===== src/rtl/frame_mux_tx.sv =====
// Frontend event framer: packs command responses, periodic timetags and singles
// into LENGTH-bit frames for the serializer. FRAME_MUX_TT_DROP_CNT_EN enables the tt_drops counter.
module frame_mux_tx #(
    parameter int LENGTH          = 128,
    parameter int CMD_LEN         = 32,
    parameter int TT_PERIOD       = 100000,
    parameter int SGL_FLAG_OFFSET = 122,
    parameter int CMD_FLAG_OFFSET = 115
) (
    input  logic              clk,
    input  logic              rst,
    input  logic [LENGTH-1:0] sgl_data,
    input  logic              sgl_valid,
    output logic              sgl_ready,
    input  logic [CMD_LEN-1:0] cmd_data,
    input  logic              cmd_valid,
    output logic              cmd_ready,
    output logic [LENGTH-1:0] out_data,
    output logic              out_valid,
    input  logic              out_ready,
    output logic [15:0]       tt_drops
);

    localparam int DIV_W = $clog2(TT_PERIOD);
    localparam logic [DIV_W-1:0] DIV_LAST = DIV_W'(TT_PERIOD - 1);
    localparam logic [LENGTH-1:0] SGL_FLAG = LENGTH'(1) << SGL_FLAG_OFFSET;
    localparam logic [LENGTH-1:0] CMD_FLAG = LENGTH'(1) << CMD_FLAG_OFFSET;

    logic [DIV_W-1:0]  tt_div_q, tt_div_d;
    logic [47:0]       cycle_cnt_q, cycle_cnt_d;
    logic [47:0]       tt_val_q, tt_val_d;
    logic              tt_pend_q, tt_pend_d;
    logic [LENGTH-1:0] out_data_q, out_data_d;
    logic              out_valid_q, out_valid_d;

    logic load_ok, cmd_take, tt_take, sgl_take, tick;

    always_comb begin
        load_ok  = ~out_valid_q | out_ready;
        cmd_take = load_ok & cmd_valid;
        tt_take  = load_ok & ~cmd_valid & tt_pend_q;
        sgl_take = load_ok & ~cmd_valid & ~tt_pend_q & sgl_valid;
        tick     = (tt_div_q == DIV_LAST);

        tt_div_d    = tick ? '0 : tt_div_q + DIV_W'(1);
        cycle_cnt_d = cycle_cnt_q + 48'd1;

        // A tick coinciding with consumption refills the slot; otherwise the newest tick is dropped.
        tt_val_d  = tt_val_q;
        tt_pend_d = tt_pend_q;
        if (tick && (~tt_pend_q || tt_take)) begin
            tt_val_d  = cycle_cnt_q;
            tt_pend_d = 1'b1;
        end else if (tt_take) begin
            tt_pend_d = 1'b0;
        end

        out_valid_d = out_valid_q;
        out_data_d  = out_data_q;
        if (cmd_take) begin
            out_valid_d = 1'b1;
            out_data_d  = {{(LENGTH-CMD_LEN){1'b0}}, cmd_data} | CMD_FLAG;
        end else if (tt_take) begin
            out_valid_d = 1'b1;
            out_data_d  = {{(LENGTH-48){1'b0}}, tt_val_q};
        end else if (sgl_take) begin
            out_valid_d = 1'b1;
            out_data_d  = sgl_data | SGL_FLAG;
        end else if (out_ready) begin
            out_valid_d = 1'b0;
        end
    end

    always_ff @(posedge clk) begin
        if (rst) begin
            tt_div_q    <= '0;
            cycle_cnt_q <= '0;
            tt_val_q    <= '0;
            tt_pend_q   <= 1'b0;
            out_data_q  <= '0;
            out_valid_q <= 1'b0;
        end else begin
            tt_div_q    <= tt_div_d;
            cycle_cnt_q <= cycle_cnt_d;
            tt_val_q    <= tt_val_d;
            tt_pend_q   <= tt_pend_d;
            out_data_q  <= out_data_d;
            out_valid_q <= out_valid_d;
        end
    end

`ifdef FRAME_MUX_TT_DROP_CNT_EN
    logic [15:0] tt_drops_q, tt_drops_d;

    always_comb begin
        tt_drops_d = tt_drops_q;
        if (tick && tt_pend_q && ~tt_take && (tt_drops_q != 16'hFFFF))
            tt_drops_d = tt_drops_q + 16'd1;
    end

    always_ff @(posedge clk) begin
        if (rst) tt_drops_q <= '0;
        else     tt_drops_q <= tt_drops_d;
    end

    assign tt_drops = tt_drops_q;
`else
    assign tt_drops = '0;
`endif

    assign cmd_ready = load_ok;
    assign sgl_ready = load_ok & ~cmd_valid & ~tt_pend_q;
    assign out_data  = out_data_q;
    assign out_valid = out_valid_q;

endmodule

===== config.mk =====
export PLATFORM = sky130hd
export DESIGN_NAME = frame_mux_tx
export DESIGN_NICKNAME = d
export VERILOG_FILES = /design/src/rtl/frame_mux_tx.sv
export SDC_FILE = /design/constraint.sdc
export NUM_CORES = 1
export LEC_CHECK = 0
export ABC_AREA = 1
export CORE_MARGIN = 8
export CORE_UTILIZATION = 52
export DETAILED_ROUTE_END_ITERATION = 6
export PLACE_DENSITY = 0.86
export SLEW_MARGIN = 20
export SYNTH_ARGS = -nofsm -noshare
export SYNTH_HDL_FRONTEND = slang
export SYNTH_SLANG_ARGS = --single-unit

===== constraint.sdc =====
create_clock -name clk -period 4.9 [get_ports clk]
set_clock_uncertainty 0.15 [all_clocks]
set_input_delay 1.225 -clock clk [delete_from_list [all_inputs] [get_ports clk]]
set_output_delay 1.225 -clock clk [all_outputs]
set_load 0.02 [all_outputs]

==> key figures <==
Cells and area
  – Layout cells sized above 1: 4.07%
  – Area delta synth->final: 35.4%
  – Final core utilization: between 70% and 80%
  – # fillers: approximately 1,800
  – Net count reported at finish: 2,135
  – Final std cell area, no fill: approximately 15,000 µm²

Placement
  – PortBufs: about 290
  – Final GP Congestion: 0.898
  – Worst slack after detailed placement: ~620 ps
  – Detailed-placement wirelength estimate: ~28 mm
  – Area after detailed placement: around 14,000 µm²

Floorplan
  – Total Die Area: around 27,000 µm²
  – Horizontal die dimension: between 150 and 200 µm
  – Core region area: 21,600 µm²
  – Total I/O pin count: around 310
  – FP Rows: between 50 and 60
  – Height of the die: ~160 µm
  – Starting Density: 52.4%

Clock network
  – Post-CTS clock slew at the launch and capture registers of the worst setup and hold paths: approximately 50 ps
  – Number of buffers created by CTS: 27
  – Number of buffers added for setup after CTS: 0
  – Root Buffer: sky130_fd_sc_hd__clkbuf_16
  – TritonCTS sink count: approximately 240
  – Number of buffers inserted by hold repair at cts: 0
  – H-tree levels: 1
  – Post_cts resized: 0
  – Max Root-Sink Buffers: 3
  – Clk_lat worst skew: around 520 ps
  – TritonCTS clock tree: done

Logic synthesis
  – Syn. warnings: 0
  – Share of async-settable or async-resettable flops after synthesis: 0%
  – Post-synthesis cell count: ~1,700
  – Top-area cell type share of the netlist area: 42.9%
  – Mean Syn Cell Area: about 6.6 µm²
  – EDFF count, synth: 0
  – Syn Std Cell Area: approximately 11,000 µm²
  – Primary flip-flop cell chosen by synthesis mapping: sky130_fd_sc_hd__dfxtp_1
  – Part of the Yosys area used for sequential elements: approximately 43%
  – Largest area contributor in the synthesized netlist: sky130_fd_sc_hd__dfxtp_1
  – Top post-synthesis cells by area: sky130_fd_sc_hd__dfxtp_1, sky130_fd_sc_hd__nand2_1, sky130_fd_sc_hd__nor2_1
  – List of most frequent post-synthesis cells: sky130_fd_sc_hd__nand2_1, sky130_fd_sc_hd__dfxtp_1, sky130_fd_sc_hd__nor2_1, sky130_fd_sc_hd__inv_1, sky130_fd_sc_hd__a21oi_1
  – Yosys reg bits: 243
  – Unique cell type count in the Yosys netlist: 34
  – Count leader, synth: sky130_fd_sc_hd__nand2_1

Worst setup path
  – Largest fanout of any net on the critical path: 18
  – Critical-path cell list: clkdlybuf4s50_1, inv_1, nand2_2, nand2_1, nor2_1, clkdlybuf4s50_1
  – Setup CP Type: input pin to primary output
  – Worst setup EP type: primary output
  – Max stage delay on crit path: about 610 ps
  – Critical Path Start Type: input pin
  – Arrival time worst endpoint: 2930 ps
  – Crit path max-delay cell type: sky130_fd_sc_hd__clkdlybuf4s50_1
  – Required time at the worst-slack endpoint: roughly 3500 ps
  – Most used cell along the critical path: sky130_fd_sc_hd__clkdlybuf4s50_1

STA
  – Period utilization: a little under 90%
  – Final-layout setup total negative slack: 0 ps
  – Maximum operating frequency: around 230 MHz
  – Post-layout worst setup margin: between 500 and 600 ps
  – Hold violation count in the final report: 0
  – Count of endpoints failing setup in the final report: 0
  – Hold slack: about 300 ps
  – Setup repair after global routing missed its margin: no
  – Period minus WS final: between 4000 and 5000 ps
  – Final max-slew violation count: 0
  – Worst relative slew slack: 23.8%
  – Slew @ Worst Pin: between 1000 and 1500 ps

Power and ir drop
  – Leakage: between 5 and 6 nW
  – Peak VDD IR: ~0.27 mV
  – Areal power density over the cells: roughly 320 nW/µm²

Routing
  – Wire length after detailed routing: between 30 and 40 mm
  – Initial detailed-routing violation count: roughly 1,100
  – Total iterations of the first detailed-routing run: 5
  – Vias: 11,693
  – Number of vias per cell: 5.15
  – Routed WL per cell: 16.4 µm
  – Count of nets left with antenna violations after detail routing: 0
  – Detailed-route DRC error count: 0

GRT
  – First-pass GRT wire length: roughly 57 mm
  – Antenna violations before repair: 1
  – Largest net degree at the start of global routing: between 100 and 150
  – Vias in the first global route: between 10,000 and 15,000
  – Overall fraction of global-route tracks in use: between 20% and 30%
  – Residual overflow from global routing: 0

Outcome
  – Status: complete, no violations

Worst hold path
  – Type of the most critical hold path: flop to flop

Job
  – Max-cap violations: 0
-- path summary, 6_finish.rpt --
kind	end	slack, ps	depth (start not counted)	from
worst max-delay path	sgl_ready	600	6	out_ready
worst min-delay path	tt_div_q[0]	300	1	tt_div_q[0]
worst max register to register	out_data[54]	2420	7	out_valid
worst min register to register	tt_div_q[0]	300	1	tt_div_q[0]
-- placed cells by master (no fill, tap or decap), types with 3 or more instances in the layout --
| cell type | Yosys | layout |
|---|---|---|
| sky130_fd_sc_hd__clkbuf_8 | 0 | 9 |
| sky130_fd_sc_hd__buf_4 | 20 | 11 |
| sky130_fd_sc_hd__clkdlybuf4s50_1 | 0 | 294 |
| sky130_fd_sc_hd__a21oi_1 | 140 | 140 |
| sky130_fd_sc_hd__buf_12 | 0 | 3 |
| sky130_fd_sc_hd__nand2_1 | 472 | 472 |
| sky130_fd_sc_hd__nor2_1 | 239 | 239 |
| sky130_fd_sc_hd__xor2_1 | 8 | 8 |
| sky130_fd_sc_hd__inv_2 | 5 | 7 |
| sky130_fd_sc_hd__dfxtp_1 | 243 | 243 |
| sky130_fd_sc_hd__bufinv_16 | 0 | 6 |
| sky130_fd_sc_hd__nor3_1 | 11 | 11 |
| sky130_fd_sc_hd__o21ai_0 | 89 | 89 |
| sky130_fd_sc_hd__o21bai_1 | 18 | 18 |
| sky130_fd_sc_hd__inv_1 | 232 | 231 |
| sky130_fd_sc_hd__nand3_1 | 56 | 56 |
| sky130_fd_sc_hd__clkbuf_1 | 37 | 4 |
| sky130_fd_sc_hd__o22ai_1 | 10 | 10 |
| sky130_fd_sc_hd__diode_2 | 0 | 4 |
| sky130_fd_sc_hd__clkbuf_16 | 0 | 27 |
| sky130_fd_sc_hd__o211ai_1 | 6 | 6 |
| sky130_fd_sc_hd__nand2_2 | 4 | 4 |
| sky130_fd_sc_hd__conb_1 | 1 | 16 |
| sky130_fd_sc_hd__nand4_1 | 64 | 64 |
-- metrics by stage --
step | power [mW] | instances
finish | 4.86 | 2272
CTS | 4.89 | 2268
global placement | 2.63 | 2219
floorplan | 2.36 | 1731
global route | 5.02 | 2269
detailed placement | 2.64 | 2219
-- area by class of cell --
cell class | count | area, µm² | share of cell area, %
Clock inverter | 9 | 198 | 1.29
Antenna cell | 4 | 10.0 | 0.0653
Sequential cell | 243 | 4860 | 31.7
Inverter | 238 | 893 | 5.82
Timing Repair Buffer | 308 | 3090 | 20.1
Tap cell | 280 | 350 | 2.28
Clock buffer | 40 | 815 | 5.31
Multi-Input combinational cell | 1150 | 5120 | 33.4
-- registers in the layout, summed over array words and instances (netlist names) --
name,count
out_data,128
cycle_cnt_q,48
tt_val_q,48
tt_div_q,17
out_valid,1
tt_pend_q,1
-- power breakdown --
| group | leakage [nW] | switching (mW) | internal, mW |
|---|---|---|---|
| Combinational | 3.41 | 0.283 | 0.261 |
| Sequential | 1.97 | 0.0273 | 2.03 |
| Clock | 0.495 | 0.808 | 1.46 |
| Total | 5.88 | 1.12 | 3.75 |
-- worst max-delay path: cells and delay by family --
kind	cells	cell delay [ps]
simple gates	3	530
buf+inv	3	1170
-- per-layer routing --
layer	vias up	GRT usage, %	part of all wire [%]
li1	5848	-	-
met2	413	46.1	49
met5	-	0	0
met4	0	8.60	3.0
met3	71	4.71	7.7
met1	5361	32.3	41
-- cell families (layout without fill, tap and decap cells) --
family	Yosys count	after routing	share of synthesized area (%)
flops	243	243	42.9
fa+ha+maj	2	2	0.221
other cells	1	20	0.0331
xor+xnor	10	10	0.773
buf+inv	338	595	12.5
simple gates	856	856	31.0
compound gates	266	266	12.5
(Power assumes the default switching activity.)
